--- config.mk ---
export PLATFORM = sky130hd
export DESIGN_NAME = fetch_unit
export DESIGN_NICKNAME = d
export VERILOG_FILES = /design/src/rtl/fetch_unit.sv
export SDC_FILE = /design/constraint.sdc
export NUM_CORES = 1
export LEC_CHECK = 0
export BUFFER_PORTS_ARGS = -buffer_cell sky130_fd_sc_hd__buf_2
export CAP_MARGIN = 20
export CELL_PAD_IN_SITES_DETAIL_PLACEMENT = 1
export CELL_PAD_IN_SITES_GLOBAL_PLACEMENT = 1
export CORE_UTILIZATION = 28
export DETAILED_ROUTE_END_ITERATION = 10
export GPL_TIMING_DRIVEN = 0
export PLACE_DENSITY_LB_ADDON = 0.1
export SYNTH_ARGS = -nofsm -noshare
export SYNTH_HDL_FRONTEND = slang
export SYNTH_SLANG_ARGS = --single-unit
--- constraint.sdc ---
create_clock -name clk -period 1.4 [get_ports clk]
set_clock_uncertainty 0.1 [all_clocks]
set_input_delay 0.21 -clock clk [delete_from_list [all_inputs] [get_ports clk]]
set_output_delay 0.21 -clock clk [all_outputs]
set_load 0.005 [all_outputs]
--- src/rtl/fetch_unit.sv ---
// Instruction fetch stage: owns the program counter, fetches words over a req/ack
// handshake into the instruction register and issues them to the microcoded controller.
module fetch_unit #(
   parameter int                PC_W     = 8,
   parameter int                INSTR_W  = 23,
   parameter logic [PC_W-1:0]   RESET_PC = {PC_W{1'b0}}
) (
   input  logic                 clk,
   input  logic                 rst,
   input  logic                 run,
   output logic                 imem_req,
   output logic [PC_W-1:0]      imem_addr,
   input  logic                 imem_ack,
   input  logic [INSTR_W-1:0]   imem_rdata,
   input  logic                 inc_pc,
   input  logic                 branch,
   input  logic [PC_W-1:0]      branch_target,
   output logic [INSTR_W-1:0]   code,
   output logic                 start,
   output logic [PC_W-1:0]      pc,
   output logic                 busy
);

   typedef enum logic [1:0] {
      IDLE  = 2'd0,
      FETCH = 2'd1,
      ISSUE = 2'd2,
      EXEC  = 2'd3
   } state_t;

   state_t               state_q, state_d;
   logic [PC_W-1:0]      pc_q, pc_d;
   logic [INSTR_W-1:0]   code_q, code_d;

   // Next-state logic; imem_rdata is only looked at under imem_ack so X cannot leak into code.
   always_comb begin
      state_d = state_q;
      pc_d    = pc_q;
      code_d  = code_q;
      case (state_q)
         IDLE: begin
            if (run) begin
               state_d = FETCH;
            end else begin
               state_d = IDLE;
            end
         end
         FETCH: begin
            if (imem_ack) begin
               code_d  = imem_rdata;
               state_d = ISSUE;
            end else begin
               state_d = FETCH;
            end
         end
         ISSUE: begin
            state_d = EXEC;
         end
         EXEC: begin
            if (branch || inc_pc) begin
               if (branch) begin
                  pc_d = branch_target;
               end else begin
                  pc_d = pc_q + {{(PC_W-1){1'b0}}, 1'b1};
               end
               if (run) begin
                  state_d = FETCH;
               end else begin
                  state_d = IDLE;
               end
            end else begin
               state_d = EXEC;
            end
         end
         default: begin
            state_d = IDLE;
         end
      endcase
   end

   // State and datapath registers with synchronous reset.
   always_ff @(posedge clk) begin
      if (rst) begin
         state_q <= IDLE;
         pc_q    <= RESET_PC;
         code_q  <= {INSTR_W{1'b0}};
      end else begin
         state_q <= state_d;
         pc_q    <= pc_d;
         code_q  <= code_d;
      end
   end

   assign imem_req  = (state_q == FETCH);
   assign imem_addr = pc_q;
   assign start     = (state_q == ISSUE);
   assign busy      = (state_q != IDLE);
   assign code      = code_q;
   assign pc        = pc_q;

endmodule
Yosys cells after proc, flatten, opt, wreduce, memory -nomap -nowiden
Cells that the tools add are included.
{ "word_totals": {"out_inout_bits": 42, "ff_bits": 33} }
{ "op_classes": {"eq_ne": 3, "reduce_logical": 5, "mux": 5, "add_sub_neg": 1} }
{ "ops": {"columns": ["cell", "count"], "rows": [
  ["$add A8 B1 Y8 const B", 1],
  ["$mux W8", 1],
  ["$pmux W2 S4", 1],
  ["$eq A2 B2 Y1 const B", 2],
  ["$mux W2", 2],
  ["$reduce_and A2 Y1", 2],
  ["$eq A2 B1 Y1 const B", 1],
  ["$logic_not A2 Y1", 1],
  ["$reduce_bool A2 Y1", 1],
  ["$logic_or A1 B1 Y1", 1],
  ["$mux W1", 1]
]} }

Logic depth before layout (Yosys ltp)
Gate-level depths: netlist (run 1).
{ "depth": {"word_depth": 3, "depth_mapped": 5, "ltp_nobuf": 4} }

Least setup slack after synthesis (run 1)
No wires, ideal clock.
{ "synth_timing": {"path_type": "register to register", "start": "register pc_q[0], in the netlist imem_addr[0]", "end": "register pc_q[6], in the netlist imem_addr[6]", "path_buffers": 0, "slack_ps": -56, "path_stages_with_launch": 5, "arrival_time_ps": 1236, "setup_ps": 120, "cell_sequence": "dfxtp_1 > ha_1 > nand3_1 > o2111a_1 > a211o_1"} }
{ "synth_via": {"elab_chain_cells": 2} }
{ "synth_rtl": {"columns": ["element", "line", "rtl"], "rows": [
  ["from (decl)", "32", "logic [PC_W-1:0] pc_q, pc_d;"],
  ["from (signal assigned)", "89", "pc_q <= pc_d;"],
  ["$add A8 B1 Y8", "64", "pc_d = pc_q + {{(PC_W-1){1'b0}}, 1'b1};"],
  ["$mux W8", "61", "if (branch) begin"]
]} }
Every way passes these cells.
A chain may end at the register's enable or synchronous reset.

Worst setup path after layout (run 1)
{ "layout_timing": {"start": "register state_q[0]", "end": "output port busy"} }
{ "layout_via": {"elab_chain_cells": 1} }
{ "layout_rtl": {"columns": ["element", "line", "rtl"], "rows": [
  ["from (decl)", "31", "state_t state_q, state_d;"],
  ["from (signal assigned)", "88", "state_q <= state_d;"],
  ["$reduce_bool A2 Y1", "97", "assign busy = (state_q != IDLE);"],
  ["to (decl)", "21", "output logic busy"]
]} }
Every way passes these cells.

==> results of run 1 <==
## cells by family after synthesis
group           after synthesis  share of synthesized area
compound gates               49                      0.210
fa+ha+maj                     1                    0.00818
buf+inv                      24                      0.105
flops                        33                      0.432
mux                           2                     0.0131
simple gates                 79                      0.232
## report_power, final
| group | internal, W | leakage (nW) | switching (W) |
|---|---|---|---|
| Combinational | 0.000179 | 0.732 | 0.000160 |
| Sequential | 0.000978 | 0.271 | 0.0000253 |
| Clock | 0.000344 | 0.0450 | 0.000345 |
## timing repair
item / in CTS / in global routing
gates cloned: 0 / 0
buffers inserted: 4 / 4
resized for setup: 12 / 9
hold endpoints to repair: 0 / 0
setup endpoints to repair: 25 / 18
pin swaps: 0 / 2
## critical path: stages (launching register included)
cell and delay, ns:
dfxtp_2 0.33, buf_6 0.13, or2_4 0.24, buf_6 0.11
## sequential cells by signal, indices dropped and copies added, names as in the netlist
register,cells
code,23
imem_addr,8
state_q,2
## per-layer routing
layer | GRT usage | part of all wire
met1 | 0.186 | 0.45
met2 | 0.268 | 0.48
met3 | 0.0450 | 0.053
met4 | 0.0556 | 0.012
met5 | 0 | 0
## cell type report
| cell class | count | area (um^2) |
|---|---|---|
| clock inverters | 2 | 10.0 |
| fillers | 672 | 2960 |
| plain buffers | 20 | 161 |
| inverters | 4 | 15.0 |
| flip-flops and latches | 33 | 673 |
| multi-input cells | 131 | 737 |
| repair buffers | 86 | 460 |
| well taps | 70 | 87.6 |
| clock buffers | 6 | 72.6 |
## how the worst min path moves through the flow
| stage | from | endpoint | slack (ns) | depth (start not counted) |
|---|---|---|---|---|
| finish | imem_rdata[21] | code[21] | 0.06 | 3 |
| global route | imem_rdata[21] | code[21] | 0.05 | 3 |
| CTS | imem_rdata[21] | code[21] | 0.05 | 3 |
| detailed placement | code[18] | code[18] | 0.35 | 2 |
| global placement | code[0] | code[0] | 0.34 | 2 |
| floorplan | imem_rdata[12] | code[12] | 0.24 | 2 |
## cell usage in the layout, fill, tap and decap left out, types with 2 or more instances in the layout
cell type | synthesis | routed
buf_2 | 6 | 78
nand2_1 | 53 | 53
dfxtp_1 | 33 | 27
a21oi_1 | 26 | 26
buf_4 | 8 | 16
buf_6 | 3 | 6
clkbuf_8 | 1 | 6
nor2_1 | 5 | 5
inv_1 | 4 | 4
o21ai_0 | 4 | 4
dfxtp_2 | 0 | 4
nor2b_1 | 3 | 3
clkbuf_4 | 0 | 3
clkbuf_1 | 2 | 3
nand3_1 | 4 | 3
a31oi_1 | 3 | 3
or3_1 | 3 | 3
a211o_1 | 2 | 2
o211ai_1 | 2 | 2
and3_1 | 2 | 2
mux2i_1 | 2 | 2
clkinv_2 | 0 | 2
dfxtp_4 | 0 | 2
## stage by stage
step | std cells | hold slack (ns)
after floorplan | 188 | 0.243
after global placement | 336 | 0.341
after detailed placement | 336 | 0.346
after CTS | 348 | 0.0505
after global routing | 352 | 0.0499
final | 352 | 0.0565
## synthesized netlist by cell type (all sizes together) (2+ instances only)
cell type,n
a211o,2
inv,4
buf,17
o21ai,5
a21oi,26
a31oi,3
clkbuf,3
nand3,4
mux2i,2
or3,3
o211ai,3
and3,3
nor2b,3
nor2,5
nand2,53
dfxtp,33
==> flow_summary.json, run 1 <==
{
  "crit_path_max_fanout": 8,
  "first_global_vias": 1480,
  "reg2reg_to": "imem_addr[6]",
  "yosysUniqueCellTypes": 41,
  "fin_util": 0.429,
  "finalHoldViolCount": 0,
  "setup_violations": 0,
  "ys_seq_elements": 33,
  "required_ns": 1.09,
  "clk_latency_ns": 0.28,
  "r2r_slack_ns": 0.05,
  "clkTransAtPathRegs_ns": 0.07,
  "antenna_cells": 0,
  "finalWorstSetupSlack_ns": 0.00201,
  "p_total_w": 0.00203,
  "synth_top_area_frac": 0.432,
  "path_class": "reg2out",
  "core_um2": 5170,
  "wl_per_cell_um": 12.4,
  "dpl_cell_area_um2": 2010,
  "fmax_ghz": 0.715,
  "rsz0062_at_grt": "true",
  "relSlewSlack": 0.692,
  "seq_area_frac_synth": 0.432,
  "synth_top_area_cell": "dfxtp_1",
  "viasPerCell": 4.56,
  "syn_inst": 188,
  "die_width_um": 75.9,
  "grt_max_degree": 11,
  "cts_hold_buf": 0,
  "num_rows": 26,
  "ir_worst_vdd_mv": 0.283,
  "setup.worst_path.start": "state_q[0]",
  "htree_levels": 2,
  "r2r_start": "imem_addr[1]",
  "detail_route.first_pass.iterations": 4,
  "tightest_slew_ns": 0.461,
  "antenna_left": 0,
  "ys_warn_count": 0,
  "io_pins": 79,
  "hpwl_mm": 3.14,
  "status": "complete, no violations",
  "gp_congestion": 0.758,
  "cts_tree": "built",
  "drtIter0Drc": 27,
  "synth_edf_count": 0,
  "rr_worst_depth": 4,
  "worstPathArrival_ns": 1.09,
  "timing.final.crit_share": 0.999,
  "drive_above_1_share": 0.443,
  "syn_to_final_growth_pct": 45.0,
  "avgSynthCellArea_um2": 8.13,
  "drt-total-wl_mm": 4.36,
  "maxSlewViolCount": 0,
  "vias": 1605,
  "cts_buffer_depth": 2,
  "dieArea_um2": 5760,
  "tns_ns": 0,
  "clock_tree.root_cell": "clkbuf_8",
  "dp_slack_ns": -0.0892,
  "antenna_found_initial": 0,
  "grt_pass1_wl_mm": 6.73,
  "clock_sink_count": 33,
  "critPathCaptureType": "output port",
  "drc": 0,
  "synthFlopType": "dfxtp_1",
  "start_util": 0.296,
  "critPathCapture": "busy",
  "fin_nets": 319,
  "fp.dieH_um": 75.9,
  "p_per_area_nw_per_um2": 916,
  "grt_overflow_total": 0,
  "syn-cell-area_um2": 1530,
  "cts_buffers": 5,
  "synth_area_leaders": "dfxtp_1 43%, nand2_1 13%, a21oi_1 8.5%",
  "power.leakage_nw": 1.05,
  "postLayoutCellArea_um2": 2220,
  "drv_cap": 0,
  "syn_nets": 226,
  "groute.usage.overall": 0.157,
  "fin_crit_ns": 1.40,
  "hold_class": "in2reg",
  "synth-async-reset-ratio": 0,
  "port_buffers": 78,
  "worst_setup_path_start_kind": "register"
}
Note: power is estimated with default switching activity, not from simulation.
==> inputs of run 2 (changes only) <==
--- a/config.mk
+++ b/config.mk
@@ -9,6 +9,7 @@
 export CAP_MARGIN = 20
 export CELL_PAD_IN_SITES_DETAIL_PLACEMENT = 1
 export CELL_PAD_IN_SITES_GLOBAL_PLACEMENT = 1
+export CORE_ASPECT_RATIO = 0.8
 export CORE_UTILIZATION = 28
 export DETAILED_ROUTE_END_ITERATION = 10
 export GPL_TIMING_DRIVEN = 0
==> run 2 against run 1 <==
  * The run now ends with design-rule violations left
  * Utilization grew 1.6 points
  * Non-clock buffer count rose by 5
  * Global-route usage rose by 0.87 points
  * Via count rose by 2.1%
  * Critical endpoint unchanged
  * Die area hardly changed
  * First-iteration DRC count is 110% higher
==> flow_summary.json, run 2 (synthesized netlist as in run 1, its figures left out) <==
{
  "status": "finished with violations",
  "violations": "design-rule violations",
  "p_sw_w": 0.000552,
  "reg2reg_to": "imem_addr[6]",
  "fin_util": 0.444,
  "r2r_start": "imem_addr[0]",
  "num_rows": 23,
  "required_ns": 1.09,
  "p_total_w": 0.00216,
  "switching_share": 0.255,
  "antenna_found_initial": 0,
  "cts_buffers": 5,
  "fin_crit_ns": 1.39,
  "drtIter0Drc": 58,
  "drc": 4,
  "largest_register_ffs": 23,
  "critPathCaptureType": "output port",
  "rsz0062_at_grt": "true",
  "antenna_left": 0,
  "ir_worst_vdd_mv": 0.432,
  "cp_common_cell": "buf_6",
  "first_global_vias": 1575,
  "cts_tree": "built",
  "crit_slowest_cell": "dfxtp_2",
  "r2r_slack_ns": 0.05,
  "clock_sink_count": 33,
  "tightest_slew_ns": 0.478,
  "io_pins": 79,
  "drive_above_1_share": 0.453,
  "dieArea_um2": 5760,
  "fin_nets": 324,
  "hp-start": "imem_rdata[4]",
  "hold_class": "in2reg",
  "seqPwrFrac": 0.464,
  "relSlewSlack": 0.681,
  "gp_congestion": 0.693,
  "die_width_um": 84.6,
  "worstPathArrival_ns": 1.08,
  "htree_levels": 2,
  "clk_latency_ns": 0.28,
  "maxSlewViolCount": 0,
  "syn_to_final_growth_pct": 48.9,
  "hold_path_end": "code[4]",
  "fmax_ghz": 0.718,
  "clkTransAtPathRegs_ns": 0.07,
  "p_int_w": 0.00161,
  "setup.worst_path.start": "state_q[1]",
  "p_per_area_nw_per_um2": 951,
  "combPwrFrac": 0.166,
  "hold_depth": 3,
  "drt-total-wl_mm": 4.64,
  "rr_worst_depth": 4,
  "cts_hold_buf": 0,
  "final_cell_mix": "78 x buf_2, 53 x nand2_1, 28 x dfxtp_1, 26 x a21oi_1, 23 x buf_4",
  "finalHoldViolCount": 0,
  "clkPwrFrac": 0.370,
  "core_um2": 5120,
  "final_common_cell": "buf_2",
  "power.leakage_nw": 1.09,
  "grt_max_degree": 11,
  "crit_path_cell_trace": "buf_6, or2_4, buf_6",
  "slowest_delay_ns": 0.32,
  "crit_path_max_fanout": 6,
  "vias": 1639,
  "worst_setup_path_start_kind": "register",
  "hpwl_mm": 3.30,
  "port_buffers": 78,
  "timing.final.crit_share": 0.995,
  "antenna_cells": 0,
  "clock_tree.root_cell": "clkbuf_8",
  "cts_buffer_depth": 2,
  "grt_pass1_wl_mm": 7.45,
  "grt_overflow_total": 0,
  "viasPerCell": 4.70,
  "setup_violations": 0,
  "fp.dieH_um": 68.1,
  "groute.usage.overall": 0.165,
  "start_util": 0.298,
  "detail_route.first_pass.iterations": 7,
  "wl_per_cell_um": 13.3,
  "path_class": "reg2out",
  "drv_cap": 0
}
-- run 2: changes by cell type in the layout (fill, tap and decap cells not counted), sizes merged --
| cell | before | now |
|---|---|---|
| buf | 100 | 108 |
| clkbuf | 12 | 10 |
| clkinv | 2 | 1 |
-- run 2: critical path, delay by kind of cell (launching register included) --
| kind | cells | cell delay [ns] |
|---|---|---|
| buffers and inverters | 2 | 0.23 |
| DFF | 1 | 0.32 |
| and+or+nand+nor | 1 | 0.24 |
-- run 2: cell type report --
class	instances	area, um^2
flip-flops and latches	33	672
multi-input cells	131	747
clock inverters	1	5.00
fillers	657	2850
plain buffers	20	165
well taps	62	77.6
repair buffers	91	498
clock buffers	7	96.3
inverters	4	15.0
-- run 2: worst max-delay path by stage --
stage | end
after floorplan | imem_addr[6]
after global routing | busy
after global placement | imem_addr[6]
after CTS | busy
after detailed placement | imem_addr[6]
final | busy
-- run 2: metrics by stage --
stage | hold slack (ns) | cell area (um^2) | worst slack [ns] | TNS [ns] | instances
after floorplan | 0.243 | 1530 | 0.0140 | 0 | 188
after global placement | 0.342 | 2000 | -0.115 | -0.185 | 328
after detailed placement | 0.348 | 2000 | -0.0992 | -0.0992 | 328
after CTS | 0.0520 | 2200 | 0.000324 | 0 | 343
after global routing | 0.0608 | 2280 | -0.0219 | -0.0446 | 349
final | 0.0605 | 2280 | 0.00701 | 0 | 349
-- run 2: what timing repair did --
item / CTS / global route
setup endpoints to repair: 16 / 26
setup buffers: 7 / 6
gates resized for setup: 12 / 14
pin swaps: 0 / 2
-- run 2: power groups by stage --
stage | combinational (W) | clock [W] | sequential (W)
after detailed placement | 0.000301 | 0 | 0.00103
final | 0.000359 | 0.000801 | 0.00100
after global routing | 0.000401 | 0.000866 | 0.00101
after global placement | 0.000299 | 0 | 0.00103
after CTS | 0.000341 | 0.000835 | 0.00100
after floorplan | 0.000155 | 0 | 0.00103
-- run 2: metal layers --
layer | share of wire | global-route usage | up-vias
li1 | - | - | 833
met1 | 0.49 | 0.222 | 756
met2 | 0.45 | 0.267 | 45
met3 | 0.059 | 0.0446 | 5
met4 | 0.0082 | 0.0381 | 0
met5 | 0 | 0 | -
